==> config.mk <==
export PLATFORM = sky130hd
export DESIGN_NAME = qs_ucode_fetch_flat
export DESIGN_NICKNAME = d
export VERILOG_FILES = /design/src/rtl/qs_insts_pkg.sv /design/src/rtl/qs_ucode_fetch_if.sv /design/src/rtl/qs_fetch_outreg.sv /design/src/rtl/qs_ucode_fetch.sv /design/src/flat_wrapper.sv
export SDC_FILE = /design/constraint.sdc
export NUM_CORES = 1
export LEC_CHECK = 0
export CAP_MARGIN = 40
export CELL_PAD_IN_SITES_DETAIL_PLACEMENT = 0
export CELL_PAD_IN_SITES_GLOBAL_PLACEMENT = 2
export CORE_MARGIN = 2
export CORE_UTILIZATION = 30
export CTS_BUF_LIST = sky130_fd_sc_hd__clkbuf_8
export CTS_CLUSTER_SIZE = 14
export DETAILED_ROUTE_END_ITERATION = 12
export GPL_TIMING_DRIVEN = 0
export HOLD_SLACK_MARGIN = 0.05
export PLACE_DENSITY = 0.95
export SETUP_SLACK_MARGIN = 0.4
export SYNTH_ARGS = -nofsm -noshare
export SYNTH_HDL_FRONTEND = slang
export SYNTH_SLANG_ARGS = --single-unit
==> constraint.sdc <==
create_clock -name clk -period 3.4 [get_ports clk]
set_input_delay 0.34 -clock clk [delete_from_list [all_inputs] [get_ports clk]]
set_output_delay 0.34 -clock clk [all_outputs]
set_load 0.05 [all_outputs]
==> src/rtl/qs_insts_pkg.sv <==
// Shared microengine instruction types, field encodings and predecode helpers.
package qs_insts_pkg;

  localparam int QS_PC_W   = 8;
  localparam int QS_INST_W = 16;

  typedef logic [QS_PC_W-1:0]   pc_t;
  typedef logic [QS_INST_W-1:0] inst_t;
  typedef logic [3:0]           op_t;
  typedef logic [1:0]           cc_t;

  localparam op_t OP_J       = 4'b0001;
  localparam op_t OP_CALLRET = 4'b1100;

  localparam cc_t CC_U  = 2'b00;
  localparam cc_t CC_EQ = 2'b01;
  localparam cc_t CC_GT = 2'b10;
  localparam cc_t CC_LE = 2'b11;

  typedef enum logic {
    ST_RUN,
    ST_HOLD
  } fetch_st_e;

  function automatic logic is_ju(inst_t i);
    return (i[15:12] == OP_J) && (i[9:8] == CC_U);
  endfunction

  // Anything execute must resolve before fetch may continue.
  function automatic logic is_ctl(inst_t i);
    return ((i[15:12] == OP_J) && (i[9:8] != CC_U)) || (i[15:12] == OP_CALLRET);
  endfunction

  function automatic pc_t jmp_target(inst_t i);
    return i[QS_PC_W-1:0];
  endfunction

endpackage

==> src/rtl/qs_ucode_fetch_if.sv <==
// Fetch-stage bus: ROM port, issue handshake to decode, branch resolution from execute.
interface qs_ucode_fetch_if #(
  parameter int PC_W   = 8,
  parameter int INST_W = 16
);
  logic [PC_W-1:0]   rom_ra;
  logic [INST_W-1:0] rom_rout;
  logic              inst_vld;
  logic [INST_W-1:0] inst;
  logic [PC_W-1:0]   inst_pc;
  logic              inst_rdy;
  logic              br_vld;
  logic              br_taken;
  logic [PC_W-1:0]   br_pc;

  modport master (
    output rom_ra, inst_vld, inst, inst_pc,
    input  rom_rout, inst_rdy, br_vld, br_taken, br_pc
  );

  modport slave (
    input  rom_ra, inst_vld, inst, inst_pc,
    output rom_rout, inst_rdy, br_vld, br_taken, br_pc
  );
endinterface

==> src/rtl/qs_fetch_outreg.sv <==
// One-entry valid/ready pipeline register; 1-cycle latency, full throughput,
// output held stable while out_rdy is low.
module qs_fetch_outreg #(
  parameter int W = 24
) (
  input  logic         clk,
  input  logic         rst,
  input  logic         in_vld,
  input  logic [W-1:0] in_dat,
  output logic         in_rdy,
  output logic         out_vld,
  output logic [W-1:0] out_dat,
  input  logic         out_rdy
);

  assign in_rdy = !out_vld || out_rdy;

  always_ff @(posedge clk or posedge rst) begin
    if (rst) begin
      out_vld <= 1'b0;
      out_dat <= '0;
    end else if (in_rdy) begin
      out_vld <= in_vld;
      if (in_vld) out_dat <= in_dat;
    end
  end

endmodule

==> src/rtl/qs_ucode_fetch.sv <==
// Microcode fetch/sequencer: folds unconditional jumps, issues the rest with 1-cycle
// latency, stalls on downstream backpressure and stops after any control transfer until resolved.
module qs_ucode_fetch
  import qs_insts_pkg::*;
#(
  parameter int              PC_W     = 8,
  parameter int              INST_W   = 16,
  parameter logic [PC_W-1:0] RESET_PC = '0
) (
  input  logic              clk,
  input  logic              rst,
  qs_ucode_fetch_if.master  fif
);

  if (PC_W != $bits(pc_t) || INST_W != $bits(inst_t)) begin : g_width_chk
    $error("qs_ucode_fetch: PC_W/INST_W do not match qs_insts_pkg types");
  end

  fetch_st_e         state, state_nxt;
  logic [PC_W-1:0]   pc_r, pc_nxt;
  logic              free;
  logic              issue;
  inst_t             rout;
  logic [INST_W+PC_W-1:0] out_dat;

  assign rout       = fif.rom_rout;
  assign fif.rom_ra = pc_r;

  always_ff @(posedge clk or posedge rst) begin
    if (rst) begin
      state <= ST_RUN;
      pc_r  <= RESET_PC;
    end else begin
      state <= state_nxt;
      pc_r  <= pc_nxt;
    end
  end

  always_comb begin
    state_nxt = state;
    pc_nxt    = pc_r;
    issue     = 1'b0;
    case (state)
      ST_RUN: begin
        if (free) begin
          if (is_ju(rout)) begin
            pc_nxt = jmp_target(rout);
          end else begin
            issue  = 1'b1;
            pc_nxt = pc_r + PC_W'(1);
            if (is_ctl(rout)) state_nxt = ST_HOLD;
          end
        end
      end
      ST_HOLD: begin
        // pc_r already points at the fall-through slot.
        if (fif.br_vld) begin
          if (fif.br_taken) pc_nxt = fif.br_pc;
          state_nxt = ST_RUN;
        end
      end
      default: state_nxt = ST_RUN;
    endcase
  end

  qs_fetch_outreg #(.W(INST_W + PC_W)) u_outreg (
    .clk     (clk),
    .rst     (rst),
    .in_vld  (issue),
    .in_dat  ({rout, pc_r}),
    .in_rdy  (free),
    .out_vld (fif.inst_vld),
    .out_dat (out_dat),
    .out_rdy (fif.inst_rdy)
  );

  assign fif.inst    = out_dat[INST_W+PC_W-1:PC_W];
  assign fif.inst_pc = out_dat[PC_W-1:0];

  a_no_br_in_run: assert property (@(posedge clk) disable iff (rst)
    !(fif.br_vld && state == ST_RUN));

endmodule
==> src/flat_wrapper.sv <==
// flat-port wrapper written by rule: the top's interface ports become plain ports
module qs_ucode_fetch_flat import qs_insts_pkg::*;
#(
  parameter int              PC_W     = 8,
  parameter int              INST_W   = 16,
  parameter logic [PC_W-1:0] RESET_PC = '0
)
  (clk, rst, fif_rom_ra, fif_inst_vld, fif_inst, fif_inst_pc, fif_rom_rout, fif_inst_rdy, fif_br_vld, fif_br_taken, fif_br_pc);
  qs_ucode_fetch_if #(.PC_W(PC_W), .INST_W(INST_W)) fif_i ();
  input  logic clk;
  input  logic rst;
  output wire logic [$bits(fif_i.rom_ra)-1:0] fif_rom_ra;
  output wire logic [$bits(fif_i.inst_vld)-1:0] fif_inst_vld;
  output wire logic [$bits(fif_i.inst)-1:0] fif_inst;
  output wire logic [$bits(fif_i.inst_pc)-1:0] fif_inst_pc;
  input wire logic [$bits(fif_i.rom_rout)-1:0] fif_rom_rout;
  input wire logic [$bits(fif_i.inst_rdy)-1:0] fif_inst_rdy;
  input wire logic [$bits(fif_i.br_vld)-1:0] fif_br_vld;
  input wire logic [$bits(fif_i.br_taken)-1:0] fif_br_taken;
  input wire logic [$bits(fif_i.br_pc)-1:0] fif_br_pc;
  assign fif_rom_ra = fif_i.rom_ra;
  assign fif_inst_vld = fif_i.inst_vld;
  assign fif_inst = fif_i.inst;
  assign fif_inst_pc = fif_i.inst_pc;
  assign fif_i.rom_rout = fif_rom_rout;
  assign fif_i.inst_rdy = fif_inst_rdy;
  assign fif_i.br_vld = fif_br_vld;
  assign fif_i.br_taken = fif_br_taken;
  assign fif_i.br_pc = fif_br_pc;
  qs_ucode_fetch #(.PC_W(PC_W), .INST_W(INST_W), .RESET_PC(RESET_PC)) u_core (.clk(clk), .rst(rst), .fif(fif_i));
endmodule
==> impl_metrics.tcl, run 1 <==
set metrics [dict create \
    fin_nets 241 \
    status "finished clean" \
    hold_violations 0 \
    fmax_mhz 483.2 \
    netlist_top_cells_area "dfrtp_1 51%, mux2_2 10%, mux2_4 5.4%" \
    drtIter0Drc 76 \
    grt_pass1_wl_mm 6.982 \
    cts_tree "done" \
    ys_types 39 \
    avgViaCountPerCell 4.746 \
    synth_top_area_share_pct 51.28 \
    cap_violations 0 \
    start_util_pct 30.50 \
    fin_skew_ps 5.406 \
    h-tree-depth 2 \
    finalWirelength_mm 4.174 \
    syn_avg_cell_area_sq_um 11.68 \
    worstMarginPinSlew_ps 778.1 \
    finalCritPeriodShare_pct 60.87 \
    firstDrtPassIters 4 \
    synth.net_count 172 \
    syn_area_sq_um 1659 \
    powerDensity_nw_per_um2 850.8 \
    syn_inst 142 \
    antenna_found_initial 0 \
    syn2layout_area_growth_pct 50.53 \
    maxSlewViolCount 0 \
    insertion_delay_ps 290 \
    timing.rr.end "u_core.u_outreg.out_dat[2]" \
    ir_drop_mv 0.3560 \
    numPortBuffers 61 \
    relSlewSlack_pct 48.07 \
    ctsHoldBuffers 0 \
    vias 1348 \
    cts_buffers 5 \
    cts_resized 0 \
    rows 27 \
    synth.largest_area_cell "dfrtp_1" \
    rsz0062_at_grt "false" \
    cp-start-kind "primary input" \
    rr_startpoint "u_core.state" \
    fp.dieH_um 78.37 \
    setup_viol 0 \
    post-route-drc-count 0 \
    hpwl_mm 3.118 \
    routedWlPerCell_um 14.70 \
    crit_fanout 10 \
    ys_warn_count 0 \
    hp-class "in -> async" \
    grt_pass1_vias 1412 \
    post-cts-setup-buffers 0 \
    cpMaxStageDelayCell "clkdlybuf4s50_1" \
    path_common_cell "buf_6" \
    critical_path.top_delay_family "buffers and inverters" \
    gp_congestion 0.8010 \
    critPathKind "in -> reg" \
    fp.dieW_um 78.37 \
    leakage_nw 1.006 \
    drive_gt1_share_pct 18.87 \
    cp.required_ps 3580 \
    postRouteAntennaNets 0 \
    period_needed_ps 2070 \
    grt_max_degree 19 \
    overflow 0 \
    fin_area_sq_um 2497 \
    reg2reg_depth 5 \
    dieArea_sq_um 6141 \
    startpoint "fif_rom_rout[12]" \
    path_cells "clkdlybuf4s50_1 > or3b_1 > buf_6 > or2_1 > buf_6 > nand2_4 > buf_12 > mux2_4" \
    grtUsageTotal_pct 14.82 \
    ys_seq_area_share_pct 51.28 \
    antenna_cells 0 \
    cpPeakStageDelay_ps 500 \
    path_depth 8 \
    core_area_sq_um 5439 \
    finalSetupTns_ps 0 \
    ios 62 \
    cts-root-buf "clkbuf_8" \
    critPathArrivalTime_ps 2250 \
    r2r_setup_slack_ps 1510 \
    endpoint_kind "flop" \
    synth-seq-cells 34 \
    critPathBufInv 4 \
    timing.final.ws_setup_ps 1330 \
    cts_sinks 34 \
    pre_cts_ws_ps 1009 \
    clock_path_buffers 2 \
    cts.clk_slew.worst_paths_ps 70 \
    placedInstanceArea_sq_um 2387 \
]
==> area by class of cell <==
class	count	area, sq um
flip-flops and latches	34	850.8
clock buffers	8	110.1
fillers	527	2942
inverters	4	15.01
plain buffers	5	51.30
multi-input cells	99	742.0
well taps	72	90.09
repair buffers	62	638.1
==> cells in the mapped netlist (all sizes together) <==
cell type and number:
nand2 9, and3 1, mux2 21, nand2b 1, ha 1, o21ai 10
buf 4, and2 1, dfrtp 34, a21boi 1, o32ai 1, o211ai 3
inv 4, nand3 7, a211o 2, a211oi 2, o21a 2, nand4 1
xor2 3, clkbuf 1, mux2i 1, nor3 8, nor2b 1, or3 3
o22a 1, a21oi 6, or2 1, a22o 2, a31oi 1, xnor2 1
nor2 7, or3b 1
==> sequential cells by signal, indices dropped and copies added, names as in the netlist <==
| signal | count |
|---|---|
| u_core.state | 1 |
| u_core.u_outreg.out_vld | 1 |
| u_core.u_outreg.out_dat | 24 |
| u_core.fif.rom_ra | 8 |
==> routing by layer <==
layer  part of all wire [%]  track usage, %  wire length, um
met1                     46           19.74             1908
met2                     47           22.93             1948
met3                    6.0           4.368              252
met4                    1.6           5.263               65
met5                      0               0                0
==> through the flow <==
step | hold slack [ps] | utilization (%) | total power [mW] | instances
final | 497.2 | 45.92 | 2.125 | 284
after global routing | 525.7 | 45.92 | 2.237 | 284
after CTS | 509.7 | 45.92 | 2.149 | 284
after detailed placement | 492.2 | 43.89 | 1.783 | 276
after global placement | 489.6 | 43.39 | 1.766 | 275
after floorplan | 431.1 | - | 1.405 | 142
==> worst max path at each step <==
stage,end,slack [ps]
final,u_core.u_outreg.out_dat[21],1330
after global routing,u_core.u_outreg.out_dat[22],1260
after CTS,u_core.u_outreg.out_dat[21],1320
after detailed placement,u_core.u_outreg.out_dat[22],1010
after global placement,u_core.u_outreg.out_dat[15],1020
after floorplan,u_core.u_outreg.out_dat[15],1580
==> cells by family after synthesis <==
kind of cell | after synthesis | synth area share, %
multiplexers | 22 | 16.21
adder cells (fa/ha/maj) | 1 | 0.7540
flip-flops | 34 | 51.28
XOR/XNOR | 4 | 2.112
buffers and inverters | 9 | 3.996
AO/OA/AOI/OAI | 31 | 12.52
AND/OR/NAND/NOR | 41 | 13.12
==> where the power goes <==
part	switching (mW)	internal [mW]	leakage, nW
combinational	0.667	0.440	0.552
sequential	0.127	0.532	0.396
clock	0.153	0.205	0.0575
==> cells in the final DEF, fill, tap and decap left out, types with 2 or more instances in the layout <==
master / Yosys / final
clkdlybuf4s50_1: 0 / 61
dfrtp_1: 34 / 34
mux2_2: 15 / 15
o21ai_0: 10 / 10
nand2_1: 8 / 8
nor3_1: 8 / 8
clkbuf_8: 0 / 8
nand3_1: 7 / 7
mux2_4: 6 / 6
nor2_1: 5 / 5
inv_1: 4 / 4
a21oi_1: 4 / 4
xor2_1: 3 / 3
or3_1: 3 / 3
o211ai_1: 3 / 3
buf_6: 2 / 2
a211oi_1: 2 / 2
o21a_1: 2 / 2
a22o_1: 2 / 2
a211o_1: 2 / 2
a21oi_2: 2 / 2
==> worst register-to-register path, stage by stage (launching register included) <==
cell and delay [ps]:
dfrtp_1 390, inv_1 200, nand2_1 170, nor2_2 320, buf_2 330, mux2_2 370
No activity file was read; power rests on OpenSTA's default activity.
==> inputs of run 2 (changes only) <==
--- a/config.mk
+++ b/config.mk
@@ -9,13 +9,13 @@
 export CELL_PAD_IN_SITES_DETAIL_PLACEMENT = 0
 export CELL_PAD_IN_SITES_GLOBAL_PLACEMENT = 2
 export CORE_MARGIN = 2
-export CORE_UTILIZATION = 30
+export CORE_UTILIZATION = 28
 export CTS_BUF_LIST = sky130_fd_sc_hd__clkbuf_8
 export CTS_CLUSTER_SIZE = 14
 export DETAILED_ROUTE_END_ITERATION = 12
 export GPL_TIMING_DRIVEN = 0
 export HOLD_SLACK_MARGIN = 0.05
-export PLACE_DENSITY = 0.95
+export PLACE_DENSITY = 0.92
 export SETUP_SLACK_MARGIN = 0.4
 export SYNTH_ARGS = -nofsm -noshare
 export SYNTH_HDL_FRONTEND = slang
==> constraint.sdc (replaced) <==
create_clock -name clk -period 2.08 [get_ports clk]
set_input_delay 0.208 -clock clk [delete_from_list [all_inputs] [get_ports clk]]
set_output_delay 0.208 -clock clk [all_outputs]
set_load 0.05 [all_outputs]
==> impl_metrics.tcl, run 2 (synthesized netlist as in run 1, its figures left out) <==
set metrics [dict create \
    ctsHoldBuffers 0 \
    cts-root-buf "clkbuf_8" \
    worstHoldStart "fif_rom_rout[12]" \
    hold_violations 0 \
    reg2reg_depth 5 \
    cp-start-kind "flop" \
    rr_startpoint "u_core.u_outreg.out_vld" \
    fin_area_sq_um 2592 \
    setup_viol 0 \
    grt_max_degree 35 \
    timing.rr.end "u_core.u_outreg.out_dat[20]" \
    fin_nets 248 \
    regMostFlops "u_core.u_outreg.out_dat" \
    powerDensity_nw_per_um2 1285 \
    nFillCells 602 \
    start_util_pct 28.53 \
    swShare_pct 46.24 \
    clockPowerShare_pct 13.8 \
    finalSetupTns_ps 0 \
    finalCritPeriodShare_pct 79.40 \
    path_depth 1 \
    rows 28 \
    numPortBuffers 61 \
    cts.clk_slew.worst_paths_ps 70 \
    largest_register_ffs 24 \
    postRouteAntennaNets 0 \
    cts_sinks 34 \
    grt_pass1_wl_mm 7.044 \
    ios 62 \
    maxSlewViolCount 0 \
    p_sw_mw 1.540 \
    placedInstanceArea_sq_um 2370 \
    hp-class "in -> reg" \
    critical_path.top_delay_family "buffers and inverters" \
    cp.required_ps 1870 \
    antenna_found_initial 0 \
    avgViaCountPerCell 4.735 \
    critPathBufInv 1 \
    cpMaxStageDelayCell "clkdlybuf4s50_1" \
    cpPeakStageDelay_ps 810 \
    period_needed_ps 1651 \
    vias 1392 \
    drive_gt1_share_pct 26.48 \
    rsz0062_at_grt "false" \
    overflow 0 \
    grtUsageTotal_pct 14.35 \
    fin_skew_ps 6.959 \
    hold-path-cell-count 2 \
    hpwl_mm 3.097 \
    h-tree-depth 2 \
    layout_common_cells "31 x dfrtp_1, 30 x clkdlybuf4s50_1, 17 x dlymetal6s2s_1, 15 x mux2_2, 11 x dlygate4sd2_1" \
    leakage_nw 1.212 \
    fmax_mhz 605.5 \
    firstDrtPassIters 4 \
    post-route-drc-count 0 \
    layout_commonest_cell "dfrtp_1" \
    crit_fanout 2 \
    clock_path_buffers 2 \
    intPower_mw 1.790 \
    fp.dieH_um 80.98 \
    path_cells "clkdlybuf4s50_1" \
    status "finished clean" \
    core_area_sq_um 5816 \
    power_mw 3.330 \
    ir_drop_mv 0.6380 \
    cts_tree "done" \
    drtIter0Drc 62 \
    critPathArrivalTime_ps 1440 \
    p_seq_share_pct 32.4 \
    finalWirelength_mm 4.340 \
    antenna_cells 0 \
    gp_congestion 0.7841 \
    insertion_delay_ps 290 \
    syn2layout_area_growth_pct 56.26 \
    endpoint_kind "output port" \
    fp.dieW_um 80.98 \
    hold_path_end "u_core.u_outreg.out_dat[20]" \
    comb_power_share_pct 53.8 \
    hold_ws_ps 195.7 \
    cap_violations 0 \
    r2r_setup_slack_ps 520 \
    cts_buffers 5 \
    grt_pass1_vias 1451 \
    routedWlPerCell_um 14.76 \
    relSlewSlack_pct 50.67 \
    dieArea_sq_um 6557 \
    worstMarginPinSlew_ps 738.9 \
    critPathKind "reg -> out" \
]
[run 2: cell types whose count changed in the layout (fill, tap and decap cells not counted), moves of 2 or more]
cell,previous run,this run
buf_4,0,6
buf_6,2,4
clkbuf_2,0,3
clkbuf_8,8,5
clkdlybuf4s50_1,61,30
dfrtp_1,34,31
dfrtp_2,0,3
dlygate4sd2_1,0,11
dlymetal6s2s_1,0,17
inv_2,0,2
[run 2: power by group through the flow]
| stage | combinational, mW | sequential (mW) | clock [mW] |
|---|---|---|---|
| final | 1.79 | 1.08 | 0.459 |
| after detailed placement | 1.81 | 1.10 | 0 |
| after global placement | 1.80 | 1.09 | 0 |
| after floorplan | 0.519 | 1.78 | 0 |
| after global routing | 1.90 | 1.12 | 0.502 |
| after CTS | 1.79 | 1.08 | 0.476 |
[run 2: how the worst max path moves through the flow]
stage                                start                     endpoint  slack [ps]
2_1_floorplan             fif_rom_rout[14]  u_core.u_outreg.out_dat[15]         410
3_3_place_gp              fif_rom_rout[13]   u_core.u_outreg.out_dat[5]        -150
3_5_place_dp              fif_rom_rout[12]   u_core.u_outreg.out_dat[5]        -170
4_1_cts                       fif_inst_rdy   u_core.u_outreg.out_dat[1]         400
5_1_grt        u_core.u_outreg.out_dat[19]                 fif_inst[11]         390
6_report       u_core.u_outreg.out_dat[19]                 fif_inst[11]         430
[run 2: worst reg2reg max path: stages (launching register included)]
cell	delay (ps)
dfrtp_2	410
nor2b_1	150
nor2_2	320
nand2_8	110
buf_12	160
mux2_4	290
[run 2: repair_timing]
| action | in CTS | in global routing |
|---|---|---|
| gates cloned | 1 | 0 |
| resized for setup | 20 | 31 |
| endpoints found under the setup margin | 34 | 37 |
| setup buffers | 3 | 4 |
| pin swaps | 3 | 5 |
[run 2: metal layers]
metal	wire length (um)	vias to the layer above	share of wire (%)	track usage, %
met5	0	-	0	0
met4	92	0	2.1	6.102
met3	317	9	7.3	3.667
met2	1988	52	46	22.48
met1	1942	661	45	18.80
li1	-	670	-	-
[run 2: metrics by stage]
step / worst slack, ps / util, % / std cells
final: 428.5 / 44.58 / 294
after CTS: 401.1 / 42.92 / 290
after floorplan: 409.5 / - / 142
after detailed placement: -172.0 / 40.75 / 278
after global placement: -149.7 / 40.75 / 278
after global routing: 386.1 / 44.58 / 294
[run 2: cell type report]
type	count	area, sq um	area share [%]
Inverter	4	15.01	0.5791
Timing Repair Buffer	69	713.2	27.51
Sequential cell	34	854.6	32.96
Clock buffer	5	68.82	2.654
Multi-Input combinational cell	99	777.0	29.97
Clock inverter	3	11.26	0.4344
Buffer	5	58.81	2.268
Tap cell	75	93.84	3.620
==> inputs of run 3 (changes only) <==
==> constraint.sdc (replaced) <==
create_clock -name clk -period 1.6 [get_ports clk]
set_input_delay 0.16 -clock clk [delete_from_list [all_inputs] [get_ports clk]]
set_output_delay 0.16 -clock clk [all_outputs]
set_load 0.05 [all_outputs]
==> impl_metrics.tcl, run 3 (synthesized netlist as in run 1, its figures left out) <==
set metrics [dict create \
    status "finished clean" \
    powerDensity_nw_per_um2 1666 \
    rr_startpoint "u_core.u_outreg.out_vld" \
    seqCellArea_sq_um 865.8 \
    avgViaCountPerCell 4.645 \
    vias 1505 \
    gp_congestion 0.8036 \
    nFillCells 551 \
    clock_path_buffers 2 \
    core_area_sq_um 5816 \
    leakage_nw 1.367 \
    cts_buffers 5 \
    path_common_cell "buf_6" \
    regMostFlops "u_core.u_outreg.out_dat" \
    cap_violations 0 \
    fp.dieW_um 80.98 \
    cts-root-buf "clkbuf_8" \
    critPathArrivalTime_ps 1600 \
    grt_pass1_vias 1509 \
    start_util_pct 28.53 \
    hold_violations 0 \
    post-route-drc-count 0 \
    hold_ws_ps 102.2 \
    worstHoldStart "fif_rom_rout[14]" \
    fin_skew_ps 7.931 \
    pre_cts_ws_ps -609.4 \
    relSlewSlack_pct 57.49 \
    timing.final.ws_setup_ps 173.8 \
    finalCritPeriodShare_pct 89.13 \
    grt_pass1_wl_mm 7.624 \
    h-tree-depth 2 \
    hp-class "in -> reg" \
    rows 28 \
    multi_input_area_sq_um 952.2 \
    ios 62 \
    endpoint_kind "flop" \
    firstDrtPassIters 4 \
    hold-path-cell-count 2 \
    hpwl_mm 3.264 \
    numPortBuffers 61 \
    setup_viol 0 \
    grt_max_degree 22 \
    cts_tree "done" \
    cts.clk_slew.worst_paths_ps 70 \
    path_cells "buf_8 > or3b_4 > buf_6 > or2_1 > buf_6 > nand2_8 > buf_12 > mux2_4" \
    reg2reg_depth 5 \
    period_needed_ps 1426 \
    rsz0062_at_grt "true" \
    r2r_setup_slack_ps 200 \
    layout_commonest_cell "buf_4" \
    overflow 0 \
    finalWirelength_mm 4.866 \
    crit_fanout 5 \
    drtIter0Drc 57 \
    routedWlPerCell_um 15.02 \
    ctsHoldBuffers 0 \
    fmax_mhz 701.2 \
    grtUsageTotal_pct 15.33 \
    hold_path_end "u_core.u_outreg.out_dat[22]" \
    largest_register_ffs 24 \
    cpMaxStageDelayCell "or3b_4" \
    drive_gt1_share_pct 58.63 \
    insertion_delay_ps 290 \
    antenna_cells 0 \
    ir_drop_mv 0.9228 \
    cpPeakStageDelay_ps 380 \
    fp.dieH_um 80.98 \
    syn2layout_area_growth_pct 82.35 \
    cp.required_ps 1770 \
    maxSlewViolCount 0 \
    cp-start-kind "primary input" \
    timing.rr.end "u_core.u_outreg.out_dat[5]" \
    postRouteAntennaNets 0 \
    layout_common_cells "26 x buf_4, 24 x dfrtp_1, 21 x mux2_4, 21 x clkdlybuf4s50_1, 21 x buf_2" \
    dieArea_sq_um 6557 \
    worstMarginPinSlew_ps 637.0 \
    fin_nets 278 \
    critPathKind "in -> reg" \
    antenna_found_initial 0 \
    cts_sinks 34 \
]
-- run 3: repair_timing --
item / CTS / global route
endpoints found under the setup margin: 67 / 53
gates cloned: 1 / 1
buffers inserted: 21 / 14
gates resized for setup: 172 / 58
pin swaps: 16 / 13
-- run 3: where the power goes --
group          switching, mW  total (mW)  internal (mW)
registers              0.249        1.41           1.16
logic                   1.63        2.87           1.24
clock network          0.312       0.765          0.453
-- run 3: metal layers --
layer	routed length, um	GRT usage (%)
met1	2148	21.00
met2	2427	24.38
met3	241	3.222
met4	48	4.576
met5	0	0
-- run 3: layout make-up --
class | count | share of cell area [%]
Buffer | 5 | 2.895
Clock buffer | 5 | 2.275
Clock inverter | 3 | 1.241
Inverter | 4 | 0.5790
Multi-Input combinational cell | 99 | 31.47
Sequential cell | 34 | 28.62
Tap cell | 75 | 3.102
Timing Repair Buffer | 99 | 29.82
-- run 3: critical path, delay by kind of cell --
| kind | cells | cell delay, ps |
|---|---|---|
| buffers and inverters | 4 | 480 |
| multiplexers | 1 | 290 |
| AND/OR/NAND/NOR | 3 | 670 |
-- run 3: worst max path at each step --
stage / slack (ps) / cells past startpoint / to / startpoint
final: 170 / 8 / u_core.u_outreg.out_dat[5] / fif_rom_rout[14]
after global routing: 150 / 8 / u_core.u_outreg.out_dat[21] / fif_rom_rout[14]
after CTS: 170 / 8 / u_core.u_outreg.out_dat[5] / fif_rom_rout[15]
after detailed placement: -610 / 7 / u_core.u_outreg.out_dat[20] / fif_rom_rout[13]
after global placement: -600 / 7 / u_core.u_outreg.out_dat[15] / fif_rom_rout[13]
after floorplan: -20 / 7 / u_core.u_outreg.out_dat[15] / fif_rom_rout[14]
-- run 3: per-stage QoR --
step	cells	TNS [ps]	utilization (%)	cell area [sq um]	power, mW
floorplan	142	-133.1	-	1765	3.133
global placement	278	-19900	42.47	2470	3.920
detailed placement	279	-14390	42.94	2497	3.957
CTS	309	0	49.76	2894	4.831
global route	324	0	52.02	3025	5.296
finish	324	0	52.02	3025	5.040
